<file path="src/rtl/stream_fifo.sv">
// Valid/ready FIFO of any width and depth with occupancy count, level flags and flush.
// Optional zero-latency pass-through when empty: define STREAM_FIFO_BYPASS_EN.
module stream_fifo #(
    parameter int WIDTH    = 16,
    parameter int DEPTH    = 4,
    parameter int AF_LEVEL = DEPTH - 1,
    parameter int AE_LEVEL = 1,
    localparam int CW      = $clog2(DEPTH + 1)
) (
    input  logic             clk_i,
    input  logic             rst_ni,
    input  logic             flush_i,
    input  logic             in_val_i,
    output logic             in_rdy_o,
    input  logic [WIDTH-1:0] in_data_i,
    output logic             out_val_o,
    input  logic             out_rdy_i,
    output logic [WIDTH-1:0] out_data_o,
    output logic [CW-1:0]    count_o,
    output logic             almost_full_o,
    output logic             almost_empty_o
);

    localparam int PW = (DEPTH > 1) ? $clog2(DEPTH) : 1;

    localparam logic [CW-1:0] DEPTH_C = CW'(DEPTH);
    localparam logic [CW-1:0] AF_C    = CW'(AF_LEVEL);
    localparam logic [CW-1:0] AE_C    = CW'(AE_LEVEL);
    localparam logic [PW-1:0] LAST    = PW'(DEPTH - 1);

    if (WIDTH < 1) begin : g_bad_width
        $error("stream_fifo: WIDTH must be >= 1");
    end
    if (DEPTH < 1) begin : g_bad_depth
        $error("stream_fifo: DEPTH must be >= 1");
    end
    if (AE_LEVEL > DEPTH || AE_LEVEL < 0) begin : g_bad_ae
        $error("stream_fifo: AE_LEVEL out of range");
    end
    if (AF_LEVEL > DEPTH || AF_LEVEL < 0) begin : g_bad_af
        $error("stream_fifo: AF_LEVEL out of range");
    end

    logic [WIDTH-1:0] mem [DEPTH];

    logic [PW-1:0] wptr;
    logic [PW-1:0] rptr;
    logic [CW-1:0] count;

    logic empty;
    logic full;
    logic push;
    logic pop;

    assign empty = (count == '0);
    assign full  = (count == DEPTH_C);

    assign in_rdy_o = ~full & ~flush_i;

`ifdef STREAM_FIFO_BYPASS_EN
    logic pass;

    // An empty FIFO presents the incoming word directly; if it is taken at
    // once, storage is never touched.
    assign out_val_o  = (~empty | in_val_i) & ~flush_i;
    assign out_data_o = empty ? in_data_i : mem[rptr];
    assign pass       = empty & in_val_i & out_rdy_i & ~flush_i;
    assign push       = in_val_i & in_rdy_o & ~pass;
    assign pop        = out_val_o & out_rdy_i & ~empty;
`else
    assign out_val_o  = ~empty & ~flush_i;
    assign out_data_o = mem[rptr];
    assign push       = in_val_i & in_rdy_o;
    assign pop        = out_val_o & out_rdy_i;
`endif

    assign count_o        = count;
    assign almost_full_o  = (count >= AF_C);
    assign almost_empty_o = (count <= AE_C);

    always_ff @(posedge clk_i) begin
        if (push) begin
            mem[wptr] <= in_data_i;
        end
    end

    // Pointers wrap at DEPTH-1 so non-power-of-2 depths use every slot.
    always_ff @(posedge clk_i or negedge rst_ni) begin
        if (!rst_ni) begin
            wptr  <= '0;
            rptr  <= '0;
            count <= '0;
        end else if (flush_i) begin
            wptr  <= '0;
            rptr  <= '0;
            count <= '0;
        end else begin
            if (push) begin
                wptr <= (wptr == LAST) ? '0 : wptr + PW'(1);
            end
            if (pop) begin
                rptr <= (rptr == LAST) ? '0 : rptr + PW'(1);
            end
            if (push && !pop) begin
                count <= count + CW'(1);
            end else if (pop && !push) begin
                count <= count - CW'(1);
            end
        end
    end

`ifndef SYNTHESIS
    always_ff @(posedge clk_i) begin
        if (rst_ni) begin
            assert (count <= DEPTH_C)
            else $error("stream_fifo: occupancy above DEPTH");
        end
    end
`endif

endmodule
</file>
<file path="config.mk">
export PLATFORM = sky130hd
export DESIGN_NAME = stream_fifo
export DESIGN_NICKNAME = d
export VERILOG_FILES = /design/src/rtl/stream_fifo.sv
export SDC_FILE = /design/constraint.sdc
export NUM_CORES = 1
export LEC_CHECK = 0
export BUFFER_PORTS_ARGS = -buffer_cell sky130_fd_sc_hd__buf_2
export CAP_MARGIN = 30
export CORE_AREA = 2 2 56 110
export CTS_BUF_LIST = sky130_fd_sc_hd__clkbuf_8
export CTS_CLUSTER_DIAMETER = 40
export DETAILED_ROUTE_END_ITERATION = 7
export DIE_AREA = 0 0 58 112
export PLACE_DENSITY = 0.77
export SYNTH_ARGS = -nofsm -noshare
export SYNTH_HDL_FRONTEND = slang
export SYNTH_SLANG_ARGS = --single-unit
</file>
<file path="constraint.sdc">
create_clock -name clk_i -period 1.9 [get_ports clk_i]
set_input_delay 0.095 -clock clk_i [delete_from_list [all_inputs] [get_ports clk_i]]
set_output_delay 0.095 -clock clk_i [all_outputs]
set_load 0.01 [all_outputs]
</file>
# [After elaboration in Yosys (flattened, before gate mapping)]
# Memory sizes are Yosys's and may differ from the RTL's.
# Index checks and enable logic that the tools add are counted.
# W data, S select, Z words.
[classes] addsub=4 order_cmp=2 eq_ne=3 mux=11 n_bitwise=7 n_reduce_logical=8
[ops] operator="$mux W2" count=6
[ops] operator="$mux W3" count=3
[ops] operator="$add A2 B1 Y2 const B" count=2
[ops] operator="$and A1 B1 Y1" count=4
[ops] operator="$eq A2 B2 Y1 const B" count=2
[ops] operator="$reduce_bool A2 Y1" count=2
[ops] operator="$add A3 B1 Y3 const B" count=1
[ops] operator="$eq A3 B3 Y1 const B" count=1
[ops] operator="$ge A3 B2 Y1 const B" count=1
[ops] operator="$le A3 B1 Y1 const B" count=1
[ops] operator="$logic_not A3 Y1" count=1
[ops] operator="$not A1 Y1" count=3
[ops] operator="$reduce_bool A3 Y1" count=1
[ops] operator="$sub A3 B1 Y3 const B" count=1
[ops] operator="$logic_and A1 B1 Y1" count=2
[ops] operator="$logic_not A1 Y1" count=2
[ops] operator="$mux W1" count=2
[totals] regBits=7 ramBits=64 input_bits=21 output_inout_bits=23 elab_cells=39 mem_count=1
[memory_table] memory="mem" depth=4 word_bits=16 rd=1 rd_clocked_by_memory_dff=0 wr=1 line="44" source="logic [WIDTH-1:0] mem [DEPTH];"

# [Depth between registers and ports, before layout]
[logic_depth] depth_word=9 ltp_mapped=6 ltp_nobuf=6

# [Least setup slack after synthesis]
# OpenSTA, ideal clock, no wires.
[synth_timing] path_kind="flip-flop to flip-flop" from="register count[0], in the netlist count_o[0]" to="memory mem[0][0], enable pin" setup_ns=0.374 t_arrival_ns=1.561 required_ns=1.526 slack_ns=-0.035 path_stages_with_launch=5 n_path_buf=0 synth_period_minus_slack_ns=1.935 cell_sequence="dfrtp_1 -> inv_1 -> ha_1 -> a21oi_4 -> and3_1"
[synth_via] elab_chain_len=6
[synth_rtl] element="start: declaration" line="48" source="logic [CW-1:0] count;"
[synth_rtl] element="start signal: assignment" line="105" source="count <= count + CW'(1);"
[synth_rtl] element="start signal: assignment" line="107" source="count <= count - CW'(1);"
[synth_rtl] element="$eq A3 B3 Y1" line="56" source="assign full = (count == DEPTH_C);"
[synth_rtl] element="$not A1 Y1" line="58" source="assign in_rdy_o = ~full & ~flush_i;"
[synth_rtl] element="$and A1 B1 Y1" line="58"
[synth_rtl] element="via in_rdy_o" line="14" source="output logic in_rdy_o,"
[synth_rtl] element="$and A1 B1 Y1" line="73" source="assign push = in_val_i & in_rdy_o;"
[synth_rtl] element="$mux W1" line="82" source="if (push) begin"
[synth_rtl] element="$mux W1 (not written as such)" line="83" source="mem[wptr] <= in_data_i;"
[synth_rtl] element="end: declaration" line="44"
# The timed path passes the listed nets, and every way through them passes these cells.

# [Worst setup path after layout]
[layout_timing] from="register rptr[0]" to="output out_data_o[4]"
[layout_via] elab_chain_len=1
[layout_rtl] element="start: declaration" line="47" source="logic [PW-1:0] rptr;"
[layout_rtl] element="start signal: assignment" line="102" source="rptr <= (rptr == LAST) ? '0 : rptr + PW'(1);"
[layout_rtl] element="$mem_v2 Z4 W16"
[layout_rtl] element="end: declaration" line="18" source="output logic [WIDTH-1:0] out_data_o,"
# Every way passes these cells.

==> flow_metrics.env <==
export IMPL_status="finished clean"
export IMPL_postCtsSetupBuffers=0
export IMPL_grt_antenna_before_repair=0
export IMPL_synth_most_common_cell="edfxtp_1"
export IMPL_gp_congestion=0.785
export IMPL_grt_max_degree=17
export IMPL_slew_limit_headroom_pct=76.1
export IMPL_ir_drop_uv=964
export IMPL_synthFlopType="edfxtp_1"
export IMPL_syn2layout_area_growth_pct=24.4
export IMPL_num_rows=39
export IMPL_crit_type="reg -> out"
export IMPL_overflow=0
export IMPL_clock_path_buffers=2
export IMPL_drtIter0Drc=67
export IMPL_min_period_over_period_pct=93.8
export IMPL_initial_core_util_pct=51.4
export IMPL_netlist_cell_type_count=28
export IMPL_drv_slew=0
export IMPL_seq_area_frac_synth_pct=72.1
export IMPL_die_area_sq_mm=0.00650
export IMPL_min_period_ns=1.78
export IMPL_wl_per_cell_microns=16.8
export IMPL_setup_tns_ns=0
export IMPL_synth_common_cells="64 x edfxtp_1, 16 x mux4_2, 10 x ha_1, 7 x dfrtp_1"
export IMPL_leakage_nw=1.33
export IMPL_synth_top_area_share_pct=66.1
export IMPL_holdPathStages=2
export IMPL_async_flop_share_pct=9.86
export IMPL_hold_ws_ns=0.0557
export IMPL_synth_yosys_warnings=0
export IMPL_synth_fa_ha_area_share_pct=4.30
export IMPL_max_freq_mhz=561
export IMPL_syn_inst=151
export IMPL_fin_nets=253
export IMPL_rsz0062_at_grt="false"
export IMPL_place_hpwl_microns=3260
export IMPL_antenna_cells=0
export IMPL_synth_area_leader_cell="edfxtp_1"
export IMPL_start_kind="flip-flop"
export IMPL_htreeDepth=3
export IMPL_numCtsBuffers=9
export IMPL_synth_area_leaders="edfxtp_1 66%, mux4_2 12%, dfrtp_1 6.0%"
export IMPL_ys_seq_elements=71
export IMPL_place_inst=255
export IMPL_die_x_microns=58
export IMPL_ios=44
export IMPL_clk_latency_ns=0.34
export IMPL_tightest_slew_ns=0.358
export IMPL_synth_xor_area_share_pct=0.602
export IMPL_critical_path_arrival_ns=1.69
export IMPL_fin_cells=288
export IMPL_num_fill_cells=393
export IMPL_reg2reg_depth=5
export IMPL_grt_pass1_wl_microns=7730
export IMPL_powerDensity_mw_per_mm2=1130
export IMPL_cap_violations=0
export IMPL_fp_dieH_microns=112
export IMPL_syn_avg_cell_area_sq_um=19.3
export IMPL_multi_input_area_sq_um=748
export IMPL_postRouteAntennaNets=0
export IMPL_portBuffers=43
export IMPL_cts_clk_slew_worst_paths_ns=0.07
export IMPL_worstHoldPathType="in -> reg"
export IMPL_post_route_util_pct=63.9
export IMPL_synth_compound_gate_area_share_pct=3.66
export IMPL_synth_area_sq_mm=0.00291
export IMPL_ff_latch_area_sq_mm=0.00210
export IMPL_via_per_inst=5.49
export IMPL_hold_violations=0
export IMPL_synth_simple_gate_area_share_pct=4.26
export IMPL_core_area_sq_mm=0.00566
export IMPL_grt_pass1_vias=1661
export IMPL_fin_skew_ns=0.00914
export IMPL_muxShareOfSynthArea_pct=12.7
export IMPL_ctsRootBufferMaster="clkbuf_8"
export IMPL_post_cts_resized_instances=0
export IMPL_wirelength_microns=4830
export IMPL_crit_fanout=16
export IMPL_drive_gt1_share_pct=36.1
export IMPL_vias=1582
export IMPL_dr_pass1_iters=4
export IMPL_cts_tree="done"
export IMPL_drc=0
export IMPL_finalSetupViolations=0
export IMPL_required_ns=1.80
export IMPL_synth_edff_count=64
export IMPL_end_kind="output pin"
export IMPL_track_usage_pct=16.7
export IMPL_clkSinkCount=71
export IMPL_synth_top_family_by_area="multiplexers"
export IMPL_rrSetupSlack_ns=0.12
export IMPL_syn_nets=182
==> power breakdown <==
group | switching, W | internal [W]
Combinational | 0.000550 | 0.000558
Clock | 0.000493 | 0.000582
Sequential | 0.0000822 | 0.00182
==> per-stage QoR <==
stage / total power [W] / worst slack (ns) / area [sq um]
final: 0.00409 / 0.117 / 3620
after global routing: 0.00429 / 0.0254 / 3620
after CTS: 0.00413 / 0.0881 / 3620
after detailed placement: 0.00303 / 0.148 / 3270
after global placement: 0.00301 / 0.208 / 3270
after floorplan: 0.00267 / 0.140 / 2910
==> sequential cells by signal (all words and copies together), names as in the netlist <==
register  flops
mem          64
count_o       3
rptr          2
wptr          2
==> final timing paths <==
| check | start | end |
|---|---|---|
| worst max register to register | count_o[1]$_DFFE_PN0P_ | mem[3][1]$_DFFE_PP_ |
| worst max-delay path | rptr[0]$_DFFE_PN0P_ | out_data_o[4] |
| worst min register to register | rptr[1]$_DFFE_PN0P_ | rptr[1]$_DFFE_PN0P_ |
| min in group asynchronous | rst_ni | count_o[1]$_DFFE_PN0P_ |
| max in group asynchronous | rst_ni | wptr[0]$_DFFE_PN0P_ |
| worst min-delay path | flush_i | count_o[0]$_DFFE_PN0P_ |
==> cell usage in the layout, fill, tap and decap left out, drive strengths merged <==
cell and n:
nor2 5, a21oi 4, nand3 4, xnor2 2, mux2i 1, and3 4, o2111ai 1, a221oi 1
o22ai 1, mux4 16, clkinv 3, nor2b 2, dfrtp 7, dlygate4sd3 17, nand2 6, or3 1
inv 8, o31ai 2, and2 2, bufinv 1, a211oi 1, nand2b 1, o211ai 1, clkbuf 9
o21ai 3, clkinvlp 1, edfxtp 64, buf 49, ha 10
==> worst max-delay path: stages, from the launching register on <==
cell     delay (ns)
dfrtp_1        0.45
buf_12         0.22
mux4_2         0.52
buf_2          0.16
==> repair_timing <==
action | in CTS | in global routing
endpoints found under the setup margin | 0 | 0
endpoints found under the hold margin | 71 | 0
hold buffers | 17 | 0
==> metal layers <==
layer	track usage (%)	share of wire [%]	vias up
met5	0	0	-
met4	9.77	2.4	0
met3	4.30	4.2	9
met2	30.0	58	49
met1	16.5	35	777
li1	-	-	747
==> kinds of logic after synthesis <==
logic type | count (synthesis)
compound gates | 14
xor+xnor | 2
fa+ha+maj | 10
buf+inv | 12
flops | 71
mux | 17
simple gates | 25
==> layout make-up <==
| cell class | instances | area share (%) |
|---|---|---|
| clock buffers | 9 | 3.42 |
| clock inverters | 7 | 1.56 |
| inverters | 6 | 0.623 |
| multi-input cells | 68 | 20.7 |
| flip-flops and latches | 71 | 58.0 |
| well taps | 61 | 2.11 |
| repair buffers | 66 | 13.6 |
Note: power is estimated with default switching activity, not from simulation.
